`src/rtl/div_ratio_meter.sv`:
```
// div_ratio_meter
//   Receive-side checker for divided clocks. Samples a slow periodic signal
//   in the clk domain and measures its period (rising edge to rising edge)
//   and its high time, both in clk cycles. Each measurement is published with
//   a one-cycle valid. Lock is flagged after LOCK_COUNT consecutive equal
//   periods. A one-cycle timeout pulse is raised when no rising edge arrives
//   within TIMEOUT cycles.
//
// Parameters
//   CNT_W        width of the period/high counters and outputs
//   SYNC_STAGES  sig_in synchronizer depth, 0..3 (0 = already clk-synchronous)
//   LOCK_COUNT   consecutive equal periods needed for locked (>= 2)
//   TIMEOUT      longest legal period in clk cycles (< 2**CNT_W)
//
// Ports
//   clk          system clock, everything on the rising edge
//   reset        asynchronous, active-low reset
//   en           measurement enable; low forces the idle state
//   sig_in       divided signal under test
//   period       last measured period, clk cycles
//   high_time    cycles the synchronized signal was high within that period
//   meas_valid   one-cycle pulse: period/high_time just updated
//   locked       LOCK_COUNT consecutive identical periods seen
//   timeout      one-cycle pulse: no rising edge within TIMEOUT cycles

module div_ratio_meter #(
   parameter int CNT_W       = 16,
   parameter int SYNC_STAGES = 2,
   parameter int LOCK_COUNT  = 4,
   parameter int TIMEOUT     = 1000
) (
   input  logic             clk,
   input  logic             reset,
   input  logic             en,
   input  logic             sig_in,
   output logic [CNT_W-1:0] period,
   output logic [CNT_W-1:0] high_time,
   output logic             meas_valid,
   output logic             locked,
   output logic             timeout
);

   // The streak saturates at LOCK_COUNT, so it only needs to hold that value.
   localparam int STRK_W = $clog2(LOCK_COUNT + 1);

   typedef enum logic [1:0] {
      IDLE,
      ARM,
      MEASURE
   } state_t;

   state_t              state_reg;
   logic [CNT_W-1:0]    cnt_reg;
   logic [CNT_W-1:0]    hcnt_reg;
   logic [STRK_W-1:0]   streak_reg;
   logic [STRK_W-1:0]   streak_next;
   logic                s;
   logic                s_d_reg;
   logic                rise;

   // ------------------------------------------------------------------
   // Input synchronizer
   // ------------------------------------------------------------------
   generate
      if (SYNC_STAGES == 0) begin : g_nosync
         assign s = sig_in;
      end else begin : g_sync
         logic [SYNC_STAGES-1:0] sync_reg;

         always_ff @(posedge clk or negedge reset) begin
            if (!reset) begin
               sync_reg <= '0;
            end else begin
               sync_reg[0] <= sig_in;
               for (int i = 1; i < SYNC_STAGES; i++) begin
                  sync_reg[i] <= sync_reg[i-1];
               end
            end
         end

         assign s = sync_reg[SYNC_STAGES-1];
      end
   endgenerate

   always_ff @(posedge clk or negedge reset) begin
      if (!reset) begin
         s_d_reg <= 1'b0;
      end else begin
         s_d_reg <= s;
      end
   end

   assign rise = s & ~s_d_reg;

   // ------------------------------------------------------------------
   // Streak update for a publish happening this cycle. A zero streak means
   // this is the first publish since arming, which always starts a new run.
   // ------------------------------------------------------------------
   always_comb begin
      streak_next = STRK_W'(1);
      if (streak_reg != '0 && cnt_reg == period) begin
         if (streak_reg == STRK_W'(LOCK_COUNT)) begin
            streak_next = streak_reg;
         end else begin
            streak_next = streak_reg + STRK_W'(1);
         end
      end
   end

   // ------------------------------------------------------------------
   // Measurement FSM with registered outputs
   // ------------------------------------------------------------------
   always_ff @(posedge clk or negedge reset) begin
      if (!reset) begin
         state_reg  <= IDLE;
         cnt_reg    <= '0;
         hcnt_reg   <= '0;
         streak_reg <= '0;
         period     <= '0;
         high_time  <= '0;
         meas_valid <= 1'b0;
         locked     <= 1'b0;
         timeout    <= 1'b0;
      end else begin
         meas_valid <= 1'b0;
         timeout    <= 1'b0;
         if (!en) begin
            // Disable wins over anything else this cycle, including a rise.
            state_reg  <= IDLE;
            cnt_reg    <= '0;
            hcnt_reg   <= '0;
            streak_reg <= '0;
            locked     <= 1'b0;
         end else begin
            case (state_reg)
               IDLE: begin
                  state_reg <= ARM;
               end
               ARM: begin
                  if (rise) begin
                     cnt_reg   <= CNT_W'(1);
                     hcnt_reg  <= CNT_W'(1);
                     state_reg <= MEASURE;
                  end
               end
               MEASURE: begin
                  if (rise) begin
                     // cnt holds the cycle distance back to the previous rise.
                     period     <= cnt_reg;
                     high_time  <= hcnt_reg;
                     meas_valid <= 1'b1;
                     streak_reg <= streak_next;
                     locked     <= (streak_next >= STRK_W'(LOCK_COUNT));
                     cnt_reg    <= CNT_W'(1);
                     hcnt_reg   <= CNT_W'(1);
                  end else if (cnt_reg == CNT_W'(TIMEOUT)) begin
                     // Edges stopped: re-arm and keep the last measurement.
                     timeout    <= 1'b1;
                     locked     <= 1'b0;
                     streak_reg <= '0;
                     cnt_reg    <= '0;
                     hcnt_reg   <= '0;
                     state_reg  <= ARM;
                  end else begin
                     cnt_reg  <= cnt_reg + CNT_W'(1);
                     hcnt_reg <= hcnt_reg + CNT_W'(s);
                  end
               end
               default: begin
                  state_reg <= IDLE;
               end
            endcase
         end
      end
   end

endmodule

```
`config.mk`:
```
export PLATFORM = sky130hd
export DESIGN_NAME = div_ratio_meter
export DESIGN_NICKNAME = d
export VERILOG_FILES = /design/src/rtl/div_ratio_meter.sv
export SDC_FILE = /design/constraint.sdc
export NUM_CORES = 1
export LEC_CHECK = 0
export ABC_AREA = 1
export CAP_MARGIN = 20
export CORE_MARGIN = 4
export CORE_UTILIZATION = 55
export CTS_CLUSTER_SIZE = 20
export DETAILED_ROUTE_END_ITERATION = 8
export PLACE_DENSITY = 0.78
export SYNTH_ARGS = -nofsm -noshare
export SYNTH_HDL_FRONTEND = slang
export SYNTH_SLANG_ARGS = --single-unit
```
`constraint.sdc`:
```
create_clock -name clk -period 2.7 [get_ports clk]
set_input_delay 0.81 -clock clk [delete_from_list [all_inputs] [get_ports clk]]
set_output_delay 0.81 -clock clk [all_outputs]
set_load 0.02 [all_outputs]
```
=== Word level (Yosys, flattened, before mapping) ===
Cells that the tools add are included.

* Bits in registers: 75
* Latch bits: 0
* Bits in writable memories: 0
* Bits in read-only memories: 0
* Output and inout port bits: 35
* Logic and storage cells: 66
* Memories kept: 0

* Add/sub/neg operators: 3
* Multiply operators: 0
* Divide/modulo/power cells: 0
* Magnitude comparators: 1
* Equal/unequal tests: 11
* Shift-type cells: 0
* Mux-type cells: 31
* Bitwise logic cells: 2
* Reduce and logical (&&, ||, !) cells: 7

{| class="wikitable"
|+ Operators with widths
! kind !! count
|-
| $mux 16 || 7
|-
| $pmux 16 s2 || 2
|-
| $mux 3 || 6
|-
| $add 16x1->16 || 1
|-
| $add 16x1->16 const B || 1
|-
| $eq 16x10->1 const B || 1
|-
| $eq 16x16->1 || 1
|-
| $mux 1 || 11
|-
| $ne 3x3->1 const B || 3
|-
| $mux 2 || 4
|-
| $ne 3x1->1 const B || 2
|-
| $pmux 2 s3 || 1
|-
| $reduce_and 3->1 || 2
|-
| $reduce_and 2->1 || 2
|-
| $add 3x1->3 const B || 1
|-
| $eq 3x3->1 const B || 1
|-
| $ge 3x3->1 const B || 1
|-
| $reduce_bool 3->1 || 1
|-
| $eq 2x1->1 const B || 1
|-
| $eq 2x2->1 const B || 1
|-
| $logic_not 2->1 || 1
|-
| $ne 2x1->1 const B || 1
|-
| $and 1x1->1 || 1
|-
| $logic_and 1x1->1 || 1
|-
| $not 1->1 || 1
|}

=== Depth between registers and ports, before layout ===
Gate-level depths: netlist (run 1).

* Word-level depth: 7
* Gate-level depth with buffers: 10
* Mapped depth without buffers: 10

=== Worst setup path before layout (run 1) ===
No wires, ideal clock.

* Path type: input -> register
* From: input port en
* To: register high_time[15]
* Arrival time: 1,709 ps
* Path slack: 867 ps
* Stages: 6
* Path buffers: 1
* Cell sequence: inv_1 > nor2_1 > nand2_1 > nor2_4 > buf_4 > mux2_2

* Cells in the longest elaborated chain, start to end: 1

{| class="wikitable"
|+ RTL lines
! what !! line !! RTL
|-
| start: declaration || 34 || <nowiki>input logic en,</nowiki>
|-
| $reduce_and 3->1 (no source line) || -- ||
|-
| end signal: assignment || 150 || <nowiki>high_time <= hcnt_reg;</nowiki>
|-
| end: declaration || 37 || <nowiki>output logic [CNT_W-1:0] high_time,</nowiki>
|}

Every way passes these cells.
A chain may end at the register's enable or synchronous reset.

=== Final worst setup path (run 1) ===
* From: register locked
* To: output port locked

{| class="wikitable"
|+ RTL lines
! what !! line !! RTL
|-
| start: declaration || 39 || <nowiki>output logic locked,</nowiki>
|-
| start signal: assignment || 153 || <nowiki>locked <= (streak_next >= STRK_W'(LOCK_COUNT));</nowiki>
|}

No word-level cell between the ends.

==> metrics.yaml, run 1 <==
fillerInstances: 554
die_area_sq_um: 8250
clk_latency_ps: 350
avgSynthCellArea_sq_um: 8.01
cts_buffers: 9
seq_area_frac_synth_pct: 49.1
worst_slew_pin_slew_ps: 764
final_hold_viol_count: 0
hp-class: "register to register"
wl_per_cell_um: 14.1
synth_ff_type: "dfrtp_1"
cts.sinks: 74
pwr_density_cell_nw_per_um2: 623
start_util_pct: 58.1
die_w_um: 90.8
yosys_warnings: 0
antennaDiodeCount: 0
relSlewSlack_pct: 48.5
finalCritPeriodShare_pct: 83.6
place_hpwl_mm: 6.32
skew_ps: 9.50
cts.reportedPaths.clkPinSlew_ps: 80
drc_errors: 0
ys_seq_elements: 74
worstPathMaxFanout: 5
cp_slowest_stage_delay_ps: 640
min_period_ps: 2260
place.gp.congestion: 0.881
row_count: 29
syn-cell-area_sq_um: 3770
vias: 3195
htreeDepth: 3
setup_violations: 0
drt_iter0_drc: 202
yosys.area.top_type: "dfrtp_1"
final_common_cell: "nand2_1"
antenna_found_initial: 0
cts_resized: 0
cts_hold_buf: 0
postRouteAntennaNets: 0
drt-pass1-iter-count: 5
final_cell_mix: "nand2_1 (116), dfrtp_1 (74), nor2_1 (70)"
crit_buf_inv: 1
synth_nets: 481
core_sq_um: 6490
fp.dieH_um: 90.8
cts_tree: "done"
stdcell_area_sq_um: 4420
routed_wirelength_mm: 8.41
fin_tns_setup_ps: 0
fin_nets: 525
status: "complete, no violations"
grt_pass1_vias: 3179
cp-start-kind: "register"
maxCapViolCount: 0
cp-end-kind: "output port"
syn_inst: 471
drive_gt1_share_pct: 7.31
grt_max_degree: 47
place_area_sq_um: 4240
synth_edf_count: 0
grt_pass1_wl_mm: 14.9
required_ps: 1890
cts-root-buf: "clkbuf_8"
cp_cell_sequence: "clkdlybuf4s50_1"
critPathKind: "register to output port"
crit_family: "buffers and inverters"
grtUsageTotal_pct: 22.5
leakage_nw: 1.96
io_buffers: 38
ys_types: 30
crit_slowest_cell: "clkdlybuf4s50_1"
clockBufferDepth: 2
finalMaxSlewViolations: 0
rsz0062_at_grt: "no"
syn_to_final_growth_pct: 17.0
cts_setup_buffers: 0
netlist_top_cells_area: "dfrtp_1 (49%), nand2_1 (12%), nor2_1 (7.0%)"
globalRouteOverflowTotal: 0
synth_top_area_share_pct: 49.1
async_reset_ff_share_pct: 100
ios: 39
max-vdd-ir-drop_mv: 0.406
fmax_mhz: 443
via_per_inst: 5.35
crit_arrival_ps: 1450
routing by layer:
| layer | vias to the layer above | track usage (%) | share of wire [%] |
|---|---|---|---|
| met3 | 21 | 7.00 | 4.4 |
| met2 | 70 | 35.3 | 46 |
| met5 | - | 0 | 0 |
| met1 | 1515 | 29.4 | 47 |
| li1 | 1589 | - | - |
| met4 | 0 | 8.29 | 2.8 |
power by group:
| part | switching [W] | internal [W] | total, W | leakage (nW) |
|---|---|---|---|---|
| clock network | 0.000425 | 0.000362 | 0.000786 | 0.0782 |
| registers | 0.0000904 | 0.00123 | 0.00132 | 0.968 |
| logic | 0.000352 | 0.000292 | 0.000644 | 0.912 |
cells in the mapped netlist (3+ instances only):
cell type	number
buf_2	5
mux2_2	6
o21ai_0	37
nor3_1	6
nand2_1	116
o22ai_1	3
nor2_1	70
xor2_1	11
xnor2_1	7
dfrtp_1	74
nand4_1	9
ha_1	6
inv_1	53
a21oi_1	21
nand3_1	26
metrics by stage:
stage          utilization [%]  setup WS [ps]  total power (W)  instances  hold slack, ps
2_1_floorplan                -            867          0.00168        471             331
3_3_place_gp              65.2            275          0.00197        581             334
3_5_place_dp              65.2            241          0.00199        581             338
4_1_cts                   68.0            409          0.00278        597             357
5_1_grt                   68.0            374          0.00290        597             387
6_report                  68.0            442          0.00275        597             355
final cells by class:
type | count | area, sq um | area share, %
inverters | 55 | 206 | 4.67
clock buffers | 11 | 141 | 3.20
flip-flops and latches | 74 | 1850 | 41.9
clock inverters | 5 | 38.8 | 0.878
well taps | 77 | 96.3 | 2.18
repair buffers | 44 | 448 | 10.1
multi-input cells | 331 | 1630 | 37.0
logic make-up (layout without fill, tap and decap cells):
logic type | count (synthesis) | in the layout | share of synthesized area, %
buffers and inverters | 66 | 115 | 7.63
adder cells (fa/ha/maj) | 6 | 6 | 1.99
AND/OR/NAND/NOR | 236 | 236 | 26.5
multiplexers | 6 | 6 | 1.79
flip-flops | 74 | 74 | 49.1
AO/OA/AOI/OAI | 65 | 65 | 8.82
XOR/XNOR | 18 | 18 | 4.18
path summary, 6_finish.rpt:
path                       slack (ps)                 end  cells past startpoint          startpoint
hold reg to reg                   350  g_sync.sync_reg[1]                      0  g_sync.sync_reg[0]
min in group asynchronous         460           period[7]                      1               reset
setup reg to reg                  840              locked                      9          cnt_reg[0]
hold / removal                    350  g_sync.sync_reg[1]                      0  g_sync.sync_reg[0]
setup / recovery                  440              locked                      1              locked
max in group asynchronous        1680        hcnt_reg[13]                      2               reset
Power figures use the tool's default switching activity.
==> run 2, diff against run 1 <==
--- a/config.mk
+++ b/config.mk
@@ -8,10 +8,10 @@
 export ABC_AREA = 1
 export CAP_MARGIN = 20
 export CORE_MARGIN = 4
-export CORE_UTILIZATION = 55
+export CORE_UTILIZATION = 51
 export CTS_CLUSTER_SIZE = 20
 export DETAILED_ROUTE_END_ITERATION = 8
-export PLACE_DENSITY = 0.78
+export PLACE_DENSITY = 0.76
 export SYNTH_ARGS = -nofsm -noshare
 export SYNTH_HDL_FRONTEND = slang
 export SYNTH_SLANG_ARGS = --single-unit
==> constraint.sdc (replaced) <==
create_clock -name clk -period 1.9 [get_ports clk]
set_input_delay 0.57 -clock clk [delete_from_list [all_inputs] [get_ports clk]]
set_output_delay 0.57 -clock clk [all_outputs]
set_load 0.02 [all_outputs]
==> metrics.yaml, run 2 (synthesized netlist as in run 1, its figures left out) <==
skew_ps: 7.31  # -2.19 ps
die_area_sq_um: 8840  # +7.1%
stdcell_count: 639  # +7.0%
wl_per_cell_um: 13.7  # -2.7%
grt_pass1_vias: 3225  # +1.4%
pwr_density_cell_nw_per_um2: 883  # +42%
grt_pass1_wl_mm: 14.8  # -0.92%
crit_arrival_ps: 1290  # -160 ps
grt_max_degree: 48  # +2.1%
place_hpwl_mm: 6.47  # +2.4%
worstPathMaxFanout: 1  # -4
start_util_pct: 52.3  # -5.8 points
max-vdd-ir-drop_mv: 0.518  # +27%
vias: 3315  # +3.8%
drc_errors: 0  # unchanged
cp-end-kind: "output port"
maxCapViolCount: 0  # unchanged
stdcell_area_sq_um: 4650  # +5.3%
cts_buffers: 9  # unchanged
globalRouteOverflowTotal: 0  # unchanged
required_ps: 1330  # -560 ps
cts_setup_buffers: 0  # unchanged
seq_area_sq_um: 1850  # unchanged
drive_gt1_share_pct: 10.9  # +3.6 points
multiInputGateArea_sq_um: 1640  # +0.15%
fmax_mhz: 538
antennaDiodeCount: 0  # unchanged
io_buffers: 38  # unchanged
hp-class: "primary input to async pin"
antenna_found_initial: 0  # unchanged
cts_hold_buf: 0  # unchanged
cp-start-kind: "register"
fin_tns_setup_ps: 0  # unchanged
cts.sinks: 74  # unchanged
via_per_inst: 5.19  # -3.1%
ios: 39  # unchanged
fp.dieH_um: 94.0  # +3.5%
place.gp.congestion: 0.904  # +2.6%
status: "complete, no violations"
fillerInstances: 638  # +15%
setup_violations: 0  # unchanged
drt_iter0_drc: 239  # +18%
crit_buf_inv: 1  # unchanged
clk_latency_ps: 360  # about the same
grtUsageTotal_pct: 21.7  # -0.81 points
cp_cell_sequence: "clkdlybuf4s50_1"
fin_nets: 545  # +3.8%
routed_wirelength_mm: 8.76  # +4.1%
row_count: 31  # +6.9%
postRouteAntennaNets: 0  # unchanged
crit_family: "buffers and inverters"
worst_slew_pin_slew_ps: 381  # -384 ps
htreeDepth: 3  # unchanged
core_sq_um: 7210  # +11%
clockBufferDepth: 2  # unchanged
cts-root-buf: "clkbuf_8"
critPathKind: "register to output port"
finalMaxSlewViolations: 0  # unchanged
place_area_sq_um: 4440  # +4.8%
crit_slowest_cell: "clkdlybuf4s50_1"
min_period_ps: 1860
final_cell_mix: "nand2_1 (116), dfrtp_1 (74), nor2_1 (69)"
cts_tree: "done"
drt-pass1-iter-count: 5  # unchanged
final_common_cell: "nand2_1"
finalCritPeriodShare_pct: 97.8
cts.reportedPaths.clkPinSlew_ps: 80  # about the same
die_w_um: 94.0  # +3.5%
cp_slowest_stage_delay_ps: 600  # -40 ps
syn_to_final_growth_pct: 23.2
relSlewSlack_pct: 74.5  # +26 points
rsz0062_at_grt: "no"
leakage_nw: 2.27  # +16%
dp.cells: 623  # +7.2%
final_hold_viol_count: 0  # unchanged
==> run 2: metal layers <==
| layer | GRT usage (%) | up-vias | wire length (um) | share of wire, % |
|---|---|---|---|---|
| met2 | 32.6 | 113 | 4030 | 46 |
| met3 | 5.13 | 15 | 548 | 6.3 |
| met5 | 0 | - | 0 | 0 |
| li1 | - | 1626 | - | - |
| met1 | 30.0 | 1561 | 4030 | 46 |
| met4 | 9.27 | 0 | 147 | 1.7 |
==> run 2: area by class of cell <==
type | instances | area share [%]
flip-flops and latches | 74 | 39.8
multi-input cells | 331 | 35.2
repair buffers | 64 | 13.2
inverters | 55 | 4.44
clock buffers | 11 | 3.04
well taps | 99 | 2.66
clock inverters | 5 | 1.67
==> run 2: path summary, 6_finish.rpt <==
check                                   startpoint            endpoint  slack, ps  cells past startpoint
worst max-delay path                       timeout             timeout         40                      1
worst min-delay path                         reset        hcnt_reg[14]        130                      1
worst max register to register          cnt_reg[1]         hcnt_reg[7]        120                      9
worst min register to register  g_sync.sync_reg[0]  g_sync.sync_reg[1]        350                      0
max in group asynchronous                    reset       high_time[15]       1190                      2
min in group clk                g_sync.sync_reg[0]  g_sync.sync_reg[1]        350                      0
==> run 2: through the flow <==
stage | hold slack (ps) | power [W] | worst slack, ps | util, %
after global routing | 143 | 0.00430 | 2.30 | 64.4
after CTS | 135 | 0.00415 | 1.48 | 64.1
after floorplan | 274 | 0.00239 | 307 | -
final | 130 | 0.00411 | 41.4 | 64.4
after detailed placement | 340 | 0.00288 | -224 | 61.5
after global placement | 343 | 0.00285 | -180 | 61.5
==> run 2: what timing repair did <==
item | CTS | global route
resized for setup | 25 | 12
endpoints found under the setup margin | 25 | 11
gates cloned | 0 | 0
==> run 2: where the power goes <==
part | switching [W] | total, W | leakage [nW] | internal, W
Combinational | 0.000522 | 0.000878 | 1.19 | 0.000356
Clock | 0.000583 | 0.00135 | 0.109 | 0.000771
Sequential | 0.000129 | 0.00188 | 0.968 | 0.00175
Total | 0.00123 | 0.00411 | 2.27 | 0.00287
